--- src/rtl/apb_master_bridge_pkg.sv ---
// Shared definitions for the APB3 master bridge: default bus geometry,
// FSM state encoding and the select-width helper.
package apb_master_bridge_pkg;

   localparam int APB_ADDR_WIDTH   = 32;
   localparam int APB_DATA_WIDTH   = 32;
   localparam int APB_NUM_SLV      = 4;
   localparam int APB_SLV_ADDR_LSB = 12;
   localparam int APB_TIMEOUT_CYC  = 16;

   typedef enum logic [1:0] {
      IDLE   = 2'd0,
      SETUP  = 2'd1,
      ACCESS = 2'd2,
      RESP   = 2'd3
   } apb_mst_state_e;

   // Width of the slave index field; at least one bit even for a single completer.
   function automatic int sel_width(input int num_slv);
      return (num_slv > 1) ? $clog2(num_slv) : 1;
   endfunction

endpackage

--- src/rtl/apb_master_bridge_if.sv ---
// Request/response stream plus APB3 bus bundle for apb_master_bridge.
// master: the bridge side (accepts requests, drives the APB requester signals).
// slave : the environment side (request source, response sink and completers).
interface apb_master_bridge_if
   import apb_master_bridge_pkg::*;
#(
   parameter int ADDR_W  = APB_ADDR_WIDTH,
   parameter int DATA_W  = APB_DATA_WIDTH,
   parameter int NUM_SLV = APB_NUM_SLV
) ();

   logic                      req_valid;
   logic                      req_ready;
   logic                      req_write;
   logic [ADDR_W-1:0]         req_addr;
   logic [DATA_W-1:0]         req_wdata;
   logic                      rsp_valid;
   logic                      rsp_ready;
   logic [DATA_W-1:0]         rsp_rdata;
   logic                      rsp_err;
   logic [ADDR_W-1:0]         PADDR;
   logic [DATA_W-1:0]         PWDATA;
   logic                      PWRITE;
   logic [NUM_SLV-1:0]        PSEL;
   logic                      PENABLE;
   logic [NUM_SLV*DATA_W-1:0] PRDATA;
   logic [NUM_SLV-1:0]        PREADY;
   logic [NUM_SLV-1:0]        PSLVERR;

   modport master (
      input  req_valid, req_write, req_addr, req_wdata, rsp_ready,
      input  PRDATA, PREADY, PSLVERR,
      output req_ready, rsp_valid, rsp_rdata, rsp_err,
      output PADDR, PWDATA, PWRITE, PSEL, PENABLE
   );

   modport slave (
      output req_valid, req_write, req_addr, req_wdata, rsp_ready,
      output PRDATA, PREADY, PSLVERR,
      input  req_ready, rsp_valid, rsp_rdata, rsp_err,
      input  PADDR, PWDATA, PWRITE, PSEL, PENABLE
   );

endinterface

--- src/rtl/apb_master_bridge_addr_decoder.sv ---
// Combinational completer decode: slave-index field of the address -> index,
// one-hot select and out-of-range flag (index >= NUM_SLV).
module apb_addr_decoder
   import apb_master_bridge_pkg::*;
#(
   parameter int NUM_SLV = APB_NUM_SLV,
   parameter int SEL_W   = sel_width(APB_NUM_SLV)
) (
   input  logic [SEL_W-1:0]   field,
   output logic [SEL_W-1:0]   idx,
   output logic [NUM_SLV-1:0] sel,
   output logic               oor
);

   // Decode the index into a one-hot select; no select bit means out of range.
   always_comb begin
      idx = field;
      sel = {NUM_SLV{1'b0}};
      for (int i = 0; i < NUM_SLV; i++) begin
         sel[i] = (field == SEL_W'(i));
      end
      oor = ~|sel;
   end

endmodule

--- src/rtl/apb_master_bridge.sv ---
// APB3 requester bridge: one request in flight, IDLE/SETUP/ACCESS/RESP FSM,
// PREADY wait states, PSLVERR and address-decode errors reported on rsp_err.
// Optional build macro APB_TIMEOUT_EN bounds the ACCESS phase to TIMEOUT_CYC cycles.
module apb_master_bridge
   import apb_master_bridge_pkg::*;
#(
   parameter int ADDR_W       = APB_ADDR_WIDTH,
   parameter int DATA_W       = APB_DATA_WIDTH,
   parameter int NUM_SLV      = APB_NUM_SLV,
   parameter int SLV_ADDR_LSB = APB_SLV_ADDR_LSB,
   parameter int TIMEOUT_CYC  = APB_TIMEOUT_CYC
) (
   input logic                  apbClk,
   input logic                  rst,
   apb_master_bridge_if.master  bus
);

   localparam int SEL_W = sel_width(NUM_SLV);

   apb_mst_state_e      state_r,     state_s;
   logic [ADDR_W-1:0]   addr_r,      addr_s;
   logic [DATA_W-1:0]   wdata_r,     wdata_s;
   logic                write_r,     write_s;
   logic [SEL_W-1:0]    idx_r,       idx_s;
   logic [NUM_SLV-1:0]  psel_r,      psel_s;
   logic                penable_r,   penable_s;
   logic                req_ready_r, req_ready_s;
   logic                rsp_valid_r, rsp_valid_s;
   logic [DATA_W-1:0]   rsp_rdata_r, rsp_rdata_s;
   logic                rsp_err_r,   rsp_err_s;

   logic [SEL_W-1:0]    dec_idx_s;
   logic [NUM_SLV-1:0]  dec_sel_s;
   logic                dec_oor_s;
   logic                sel_ready_s;
   logic                sel_err_s;
   logic [DATA_W-1:0]   sel_rdata_s;

`ifdef APB_TIMEOUT_EN
   localparam int CNT_W = $clog2(TIMEOUT_CYC + 1);
   logic [CNT_W-1:0]    cnt_r, cnt_s;
`else
   // TIMEOUT_CYC only matters with the timeout built in; this keeps it referenced.
   if (TIMEOUT_CYC < 1) begin : g_timeout_cfg_unused
   end
`endif

   apb_addr_decoder #(
      .NUM_SLV (NUM_SLV),
      .SEL_W   (SEL_W)
   ) u_dec (
      .field (bus.req_addr[SLV_ADDR_LSB +: SEL_W]),
      .idx   (dec_idx_s),
      .sel   (dec_sel_s),
      .oor   (dec_oor_s)
   );

   // Pick PREADY/PSLVERR/PRDATA of the latched completer; all others are ignored.
   always_comb begin
      sel_ready_s = 1'b0;
      sel_err_s   = 1'b0;
      sel_rdata_s = {DATA_W{1'b0}};
      for (int i = 0; i < NUM_SLV; i++) begin
         sel_ready_s = (idx_r == SEL_W'(i)) ? bus.PREADY[i]  : sel_ready_s;
         sel_err_s   = (idx_r == SEL_W'(i)) ? bus.PSLVERR[i] : sel_err_s;
         sel_rdata_s = (idx_r == SEL_W'(i)) ? bus.PRDATA[i*DATA_W +: DATA_W] : sel_rdata_s;
      end
   end

   // Next-state and next-output logic; every register holds unless changed below.
   always_comb begin
      state_s     = state_r;
      addr_s      = addr_r;
      wdata_s     = wdata_r;
      write_s     = write_r;
      idx_s       = idx_r;
      psel_s      = psel_r;
      penable_s   = penable_r;
      req_ready_s = req_ready_r;
      rsp_valid_s = rsp_valid_r;
      rsp_rdata_s = rsp_rdata_r;
      rsp_err_s   = rsp_err_r;
`ifdef APB_TIMEOUT_EN
      cnt_s       = cnt_r;
`endif
      case (state_r)
         IDLE: begin
            if (bus.req_valid && req_ready_r) begin
               req_ready_s = 1'b0;
               if (dec_oor_s) begin
                  // Decode error: answer immediately, no APB activity at all.
                  state_s     = RESP;
                  rsp_valid_s = 1'b1;
                  rsp_err_s   = 1'b1;
                  rsp_rdata_s = {DATA_W{1'b0}};
               end else begin
                  state_s = SETUP;
                  addr_s  = bus.req_addr;
                  wdata_s = bus.req_wdata;
                  write_s = bus.req_write;
                  idx_s   = dec_idx_s;
                  psel_s  = dec_sel_s;
               end
            end else begin
               req_ready_s = 1'b1;
            end
         end
         SETUP: begin
            state_s   = ACCESS;
            penable_s = 1'b1;
`ifdef APB_TIMEOUT_EN
            cnt_s     = {CNT_W{1'b0}};
`endif
         end
         ACCESS: begin
            if (sel_ready_s) begin
               state_s     = RESP;
               psel_s      = {NUM_SLV{1'b0}};
               penable_s   = 1'b0;
               rsp_valid_s = 1'b1;
               rsp_err_s   = sel_err_s;
               rsp_rdata_s = write_r ? {DATA_W{1'b0}} : sel_rdata_s;
`ifdef APB_TIMEOUT_EN
            end else if (cnt_r == CNT_W'(TIMEOUT_CYC - 1)) begin
               // Last allowed ACCESS cycle passed without PREADY: abandon the transfer.
               state_s     = RESP;
               psel_s      = {NUM_SLV{1'b0}};
               penable_s   = 1'b0;
               rsp_valid_s = 1'b1;
               rsp_err_s   = 1'b1;
               rsp_rdata_s = {DATA_W{1'b0}};
            end else begin
               cnt_s = cnt_r + CNT_W'(1);
            end
`else
            end else begin
               state_s = ACCESS;
            end
`endif
         end
         RESP: begin
            if (bus.rsp_ready) begin
               state_s     = IDLE;
               rsp_valid_s = 1'b0;
               req_ready_s = 1'b1;
            end else begin
               state_s = RESP;
            end
         end
         default: begin
            state_s     = IDLE;
            psel_s      = {NUM_SLV{1'b0}};
            penable_s   = 1'b0;
            rsp_valid_s = 1'b0;
            req_ready_s = 1'b0;
         end
      endcase
   end

   // State and output registers; reset aborts any transfer without a response.
   always_ff @(posedge apbClk or negedge rst) begin
      if (!rst) begin
         state_r     <= IDLE;
         addr_r      <= {ADDR_W{1'b0}};
         wdata_r     <= {DATA_W{1'b0}};
         write_r     <= 1'b0;
         idx_r       <= {SEL_W{1'b0}};
         psel_r      <= {NUM_SLV{1'b0}};
         penable_r   <= 1'b0;
         req_ready_r <= 1'b0;
         rsp_valid_r <= 1'b0;
         rsp_rdata_r <= {DATA_W{1'b0}};
         rsp_err_r   <= 1'b0;
`ifdef APB_TIMEOUT_EN
         cnt_r       <= {CNT_W{1'b0}};
`endif
      end else begin
         state_r     <= state_s;
         addr_r      <= addr_s;
         wdata_r     <= wdata_s;
         write_r     <= write_s;
         idx_r       <= idx_s;
         psel_r      <= psel_s;
         penable_r   <= penable_s;
         req_ready_r <= req_ready_s;
         rsp_valid_r <= rsp_valid_s;
         rsp_rdata_r <= rsp_rdata_s;
         rsp_err_r   <= rsp_err_s;
`ifdef APB_TIMEOUT_EN
         cnt_r       <= cnt_s;
`endif
      end
   end

   assign bus.req_ready = req_ready_r;
   assign bus.rsp_valid = rsp_valid_r;
   assign bus.rsp_rdata = rsp_rdata_r;
   assign bus.rsp_err   = rsp_err_r;
   assign bus.PADDR     = addr_r;
   assign bus.PWDATA    = wdata_r;
   assign bus.PWRITE    = write_r;
   assign bus.PSEL      = psel_r;
   assign bus.PENABLE   = penable_r;

endmodule
--- src/flat_wrapper.sv ---
// flat-port wrapper written by rule: the top's interface ports become plain ports
module apb_master_bridge_flat import apb_master_bridge_pkg::*;
#(
   parameter int ADDR_W       = APB_ADDR_WIDTH,
   parameter int DATA_W       = APB_DATA_WIDTH,
   parameter int NUM_SLV      = APB_NUM_SLV,
   parameter int SLV_ADDR_LSB = APB_SLV_ADDR_LSB,
   parameter int TIMEOUT_CYC  = APB_TIMEOUT_CYC
)
  (apbClk, rst, bus_req_valid, bus_req_write, bus_req_addr, bus_req_wdata, bus_rsp_ready, bus_PRDATA, bus_PREADY, bus_PSLVERR, bus_req_ready, bus_rsp_valid, bus_rsp_rdata, bus_rsp_err, bus_PADDR, bus_PWDATA, bus_PWRITE, bus_PSEL, bus_PENABLE);
  apb_master_bridge_if #(.ADDR_W(ADDR_W), .DATA_W(DATA_W), .NUM_SLV(NUM_SLV)) bus_i ();
  input logic apbClk;
  input logic rst;
  input wire logic [$bits(bus_i.req_valid)-1:0] bus_req_valid;
  input wire logic [$bits(bus_i.req_write)-1:0] bus_req_write;
  input wire logic [$bits(bus_i.req_addr)-1:0] bus_req_addr;
  input wire logic [$bits(bus_i.req_wdata)-1:0] bus_req_wdata;
  input wire logic [$bits(bus_i.rsp_ready)-1:0] bus_rsp_ready;
  input wire logic [$bits(bus_i.PRDATA)-1:0] bus_PRDATA;
  input wire logic [$bits(bus_i.PREADY)-1:0] bus_PREADY;
  input wire logic [$bits(bus_i.PSLVERR)-1:0] bus_PSLVERR;
  output wire logic [$bits(bus_i.req_ready)-1:0] bus_req_ready;
  output wire logic [$bits(bus_i.rsp_valid)-1:0] bus_rsp_valid;
  output wire logic [$bits(bus_i.rsp_rdata)-1:0] bus_rsp_rdata;
  output wire logic [$bits(bus_i.rsp_err)-1:0] bus_rsp_err;
  output wire logic [$bits(bus_i.PADDR)-1:0] bus_PADDR;
  output wire logic [$bits(bus_i.PWDATA)-1:0] bus_PWDATA;
  output wire logic [$bits(bus_i.PWRITE)-1:0] bus_PWRITE;
  output wire logic [$bits(bus_i.PSEL)-1:0] bus_PSEL;
  output wire logic [$bits(bus_i.PENABLE)-1:0] bus_PENABLE;
  assign bus_i.req_valid = bus_req_valid;
  assign bus_i.req_write = bus_req_write;
  assign bus_i.req_addr = bus_req_addr;
  assign bus_i.req_wdata = bus_req_wdata;
  assign bus_i.rsp_ready = bus_rsp_ready;
  assign bus_i.PRDATA = bus_PRDATA;
  assign bus_i.PREADY = bus_PREADY;
  assign bus_i.PSLVERR = bus_PSLVERR;
  assign bus_req_ready = bus_i.req_ready;
  assign bus_rsp_valid = bus_i.rsp_valid;
  assign bus_rsp_rdata = bus_i.rsp_rdata;
  assign bus_rsp_err = bus_i.rsp_err;
  assign bus_PADDR = bus_i.PADDR;
  assign bus_PWDATA = bus_i.PWDATA;
  assign bus_PWRITE = bus_i.PWRITE;
  assign bus_PSEL = bus_i.PSEL;
  assign bus_PENABLE = bus_i.PENABLE;
  apb_master_bridge #(.ADDR_W(ADDR_W), .DATA_W(DATA_W), .NUM_SLV(NUM_SLV), .SLV_ADDR_LSB(SLV_ADDR_LSB), .TIMEOUT_CYC(TIMEOUT_CYC)) u_core (.apbClk(apbClk), .rst(rst), .bus(bus_i));
endmodule
--- config.mk ---
export PLATFORM = sky130hd
export DESIGN_NAME = apb_master_bridge_flat
export DESIGN_NICKNAME = d
export VERILOG_FILES = /design/src/rtl/apb_master_bridge_pkg.sv /design/src/rtl/apb_master_bridge_if.sv /design/src/rtl/apb_master_bridge_addr_decoder.sv /design/src/rtl/apb_master_bridge.sv /design/src/flat_wrapper.sv
export SDC_FILE = /design/constraint.sdc
export NUM_CORES = 1
export LEC_CHECK = 0
export ABC_AREA = 1
export ABC_CLOCK_PERIOD_IN_PS = 1490
export BUFFER_PORTS_ARGS = -buffer_cell sky130_fd_sc_hd__buf_2
export CORE_AREA = 2 2 119 121
export DETAILED_ROUTE_END_ITERATION = 16
export DIE_AREA = 0 0 121 123
export PLACE_DENSITY = 0.7
export SYNTH_ARGS = -nofsm -noshare
export SYNTH_HDL_FRONTEND = slang
export SYNTH_SLANG_ARGS = --single-unit
--- constraint.sdc ---
create_clock -name apbClk -period 1.49 [get_ports apbClk]
set_input_delay 0.0745 -clock apbClk [delete_from_list [all_inputs] [get_ports apbClk]]
set_output_delay 0.0745 -clock apbClk [all_outputs]
set_load 0.1 [all_outputs]
Word level (Yosys, flattened, before mapping)
Index checks and enable logic that the tools add are counted.
Cells by class
  eq/ne operators: 14
  muxes and demuxes: 38
  reduce and logical (&&, ||, !) cells: 15
Operators with widths (count)
  $mux 32: 8
  $pmux 32 s2: 1
  $mux 1: 17
  $eq 2x2->1 const B: 6
  $mux 4: 3
  $pmux 2 s4: 1
  $pmux 4 s2: 1
  $reduce_and 4->1: 2
  $eq 2x1->1 const B: 3
  $logic_not 2->1: 3
  $mux 2: 3
  $ne 2x2->1 const B: 3
  $pmux 1 s2: 3
  $reduce_bool 2->1: 3
  $reduce_and 5->1: 1
  $ne 2x1->1 const B: 2
  $reduce_and 2->1: 2
  $reduce_or 4->1: 1
  $pmux 1 s3: 1
  $reduce_and 3->1: 1
  $reduce_bool 3->1: 1
  $logic_and 1x1->1: 1
Word-level totals
  output and inout port bits: 105
  bits in registers: 109

Depth between registers and ports, before layout
  depth after elaboration: 8
  gate-level depth with buffers: 9

Hierarchy
Synthesis repeated with hierarchy kept, for this count alone.
Second synthesis, totals
  cells, all modules: 795
  area, all modules: 5775.5 um2
By module, submodules not included
  apb_master_bridge: area an instance 5723.0 um2, sequential area each 2727.6 um2, cells an instance 784, instances 1
  apb_addr_decoder: area an instance 52.6 um2, sequential area each 0.0 um2, cells an instance 11, instances 1

Worst setup path after synthesis
Ideal clock, no wire load.
  kind: register -> register
  from: reg, netlist name u_core.bus.PADDR[13]
  to: reg u_core.rsp_rdata_r[10], in the netlist u_core.bus.rsp_rdata[10]
  data arrival time: 2.014 ns
  setup time: 0.120 ns
  clock period less this slack: 2.134 ns
  buffers on the path: 2
  path slack: -0.644 ns
  cell stages (with the launch flop): 10
  path through: dfrtp_1 buf_4 nand2_2 nor2_1 nor2_4 nand2_4 nor2_8 buf_6 nand2_1 nand2_1
RTL lines
  end signal: assignment: RTL line apb_master_bridge.sv:172  | rsp_rdata_r <= {DATA_W{1'b0}};
  end signal: assignment: RTL line apb_master_bridge.sv:187  | rsp_rdata_r <= rsp_rdata_s;
  end: declaration: RTL line apb_master_bridge.sv:29  | logic [DATA_W-1:0] rsp_rdata_r, rsp_rdata_s;

==> metrics.md <==
| Metric | Value |
|---|---|
| Setup crit start kind | `flip-flop` |
| Final setup vio count | `0` |
| Setup Skew | `a little under 0.01 ns` |
| Synth unique cells | `27` |
| Most used cell, CP | `nor2_4` |
| Die Span Y | `between 100 and 150 microns` |
| Synthesized area | `between 5000 and 6000 sq um` |
| Status | `finished clean` |
| Crit path largest cell delay | `roughly 0.53 ns` |
| Hold Path Sink | `u_core.bus.PWRITE` |
| CP Class | `flip-flop to flip-flop` |
| Critical path endpoint category | `flip-flop` |
| CP max stage cell | `dfrtp_4` |
| Core outline area | `roughly 14000 sq um` |
| Finished Cell Area | `just over 8000 sq um` |
| Crit path time final | `between 1 and 1.5 ns` |
| Hold WC Path Type | `input pin to flip-flop` |
| Crit path cell chain | `nand2_4 > nor2_4 > nor2_4 > buf_6 > nand3_4 > clkbuf_16 > o21ai_2` |
| DR DRC count | `0` |
| Synth Area per Inst | `9.46 sq um` |
| Via Count | `about 5200` |
| DR vias/cell | `between 4 and 5` |
| Seq/Total Area, Yosys | `52.4%` |
| M2 GR Usage | `about two fifths` |
| CTS Sinks | `approximately 110` |
| Max Fclk | `~0.68 GHz` |
| First-pass GRT wire length | `between 20000 and 25000 microns` |
| Final hold vios | `0` |
| Initial antenna violation count | `2` |
| Post-DP HPWL | `11600 microns` |
| Vias in the first global route | `about 5100` |
| Yosys warning total | `0` |
| CP arrival | `approximately 1.7 ns` |
| Share of layout cells above drive strength 1 | `between 50% and 60%` |
| Req. time, crit path | `about 1.8 ns` |
| Placement Cell Area | `just over 7000 sq um` |
| Critical Path Fanout Max | `8` |
| Drt first pass iters | `5` |
| Slew Viols, Final | `0` |
| Met3 GRT Util | `between 5 and 6%` |
| Fin Setup TNS | `0 ns` |
| Number of synthesized register bits | `roughly 110` |
| RSZ-0062 raised after global routing | `yes` |
| Area grow syn2layout | `62.0%` |
| Ports | `between 300 and 400` |
| Initial DRC count | `between 150 and 200` |
| WL/cell | `between 10 and 15 microns` |
| Top cells by area, synth | `dfrtp_1, nand2_1, mux2_2, o21ai_0, nand3_1` |
| Synth top area share | `a little over half` |
| Met1 Use GR | `~25%` |
| Max-slew headroom | `66.1%` |
| H-tree Lvls | `3` |
| Max-Cap Viols | `0` |
| RR Endpoint | `u_core.bus.rsp_rdata[13]` |
| Port bufs | `about 300` |
| Tcrit/Tclk final | `approximately 99%` |
| Worst Reg2Reg Path Length in Cells | `7` |
| Clock root cell | `clkbuf_16` |
| Total track usage | `20.9%` |
| Final ANT Viol Nets | `0` |
| Largest net degree at the start of global routing | `31` |
| Synth Instances | `540` |
| Worst skew pair latency | `approximately 0.34 ns` |
| Number of CTS-inserted buffers | `9` |
| Grt total ovfl | `0` |
| R2r startpoint | `u_core.bus.PADDR[13]` |
| Routed WL | `16200 microns` |
| Initial cell density of the core | `37.5%` |
| Row Count | `43` |
| Top Usage Layer GRT | `met2` |
| Die width | `121 microns` |
| Gpl congestion | `~0.81` |
| Actual slew at the worst max-slew pin | `between 0.5 and 0.6 ns` |
| HP Start | `bus_req_write` |
| Clock-pin slew on the worst setup and hold paths | `~0.070 ns` |
| Die area | `about 15000 sq um` |
| CTS tree | `yes` |
| Hold Path Depth | `3` |
| Hold slack | `~0.021 ns` |
| Nets | `roughly 1100` |
| Worst reg2reg setup slack | `between 0.01 and 0.015 ns` |
| Synth Net Count | `around 750` |
| Clock Path Buffers | `2` |
| Largest area contributor in the netlist | `dfrtp_1` |
## Yosys cell counts, drive strengths merged
cell type	number
clkbuf	7
buf	20
or2	17
inv	27
dfrtp	107
nor2	10
a21oi	1
nand2	171
nand4	1
nand3	27
nor3	4
mux2	62
a21boi	1
o21ai	85
## cell usage in the layout, fill, tap and decap left out, drive strengths merged, types with 4 or more instances in the layout
cell / n
nand3: 27
mux2: 62
or2: 17
dfrtp: 107
nand2: 171
nor2: 11
clkbuf: 11
buf: 344
inv: 29
nor3: 4
dlygate4sd3: 63
o21ai: 85
## stage by stage
stage                     utilization [%]  setup WS, ns  std cells
after global routing                 60.8       -0.0466       1121
after floorplan                         -        -0.112        540
after CTS                            58.9       0.00533       1109
final                                60.8        0.0143       1121
after detailed placement             51.8       -0.0630       1029
after global placement               51.8      -0.00496       1029
## worst max path at each step
stage / start / end / slack (ns) / depth (start not counted)
5_1_grt: u_core.bus.PADDR[13] / u_core.bus.rsp_rdata[21] / -0.05 / 7
3_5_place_dp: u_core.idx_r[0] / u_core.bus.rsp_err / -0.06 / 7
2_1_floorplan: u_core.bus.PADDR[13] / u_core.bus.rsp_rdata[18] / -0.11 / 7
6_report: u_core.bus.PADDR[13] / u_core.bus.rsp_rdata[13] / 0.01 / 7
4_1_cts: u_core.bus.PADDR[13] / u_core.bus.rsp_rdata[21] / 0.005 / 7
3_3_place_gp: u_core.idx_r[0] / u_core.bus.rsp_err / -0.005 / 7
## critical path: cells and delay by family, from the launching register on
kind	cells	cell delay [ns]
flops	1	0.53
simple gates	4	0.43
buf+inv	2	0.32
compound gates	1	0.11
## timing repair
| action | CTS | global route |
|---|---|---|
| pin swaps | 0 | 4 |
| gates resized for setup | 2 | 29 |
| endpoints found under the setup margin | 17 | 55 |
| endpoints found under the hold margin | 168 | 1 |
| buffers inserted | 2 | 6 |
| cloned | 0 | 3 |
| hold buffers | 62 | 1 |
## metal layers
layer	share of wire (%)	vias up
met5	0	-
met4	1.3	0
met3	7.4	15
met2	51	216
met1	41	2403
li1	-	2559
## state kept, by name (all words and copies together), names as in the netlist
| register | flops |
|---|---|
| u_core.bus.PADDR | 31 |
| u_core.bus.PENABLE | 1 |
| u_core.bus.PSEL | 4 |
| u_core.bus.PWDATA | 32 |
| u_core.bus.PWRITE | 1 |
| u_core.bus.req_ready | 1 |
| u_core.bus.rsp_err | 1 |
| u_core.bus.rsp_rdata | 32 |
| u_core.bus.rsp_valid | 1 |
| u_core.idx_r | 1 |
| u_core.state_r | 2 |
## area by class of cell
type / count / area (sq um)
Fill cell: 1184 / 5340
Sequential cell: 107 / 2690
Timing Repair Buffer: 409 / 2660
Multi-Input combinational cell: 380 / 2280
Clock buffer: 9 / 225
Tap cell: 180 / 225
Inverter: 27 / 108
Clock inverter: 7 / 85.1
Antenna cell: 2 / 5.00
## kinds of logic after synthesis
kind of cell / share of synthesized area, %
mux: 13.7
buf+inv: 5.27
flops: 52.4
compound gates: 8.57
simple gates: 20.1
Power is not shown: default switching activity piles up to over one toggle a cycle in this logic, so the estimate is an artifact.
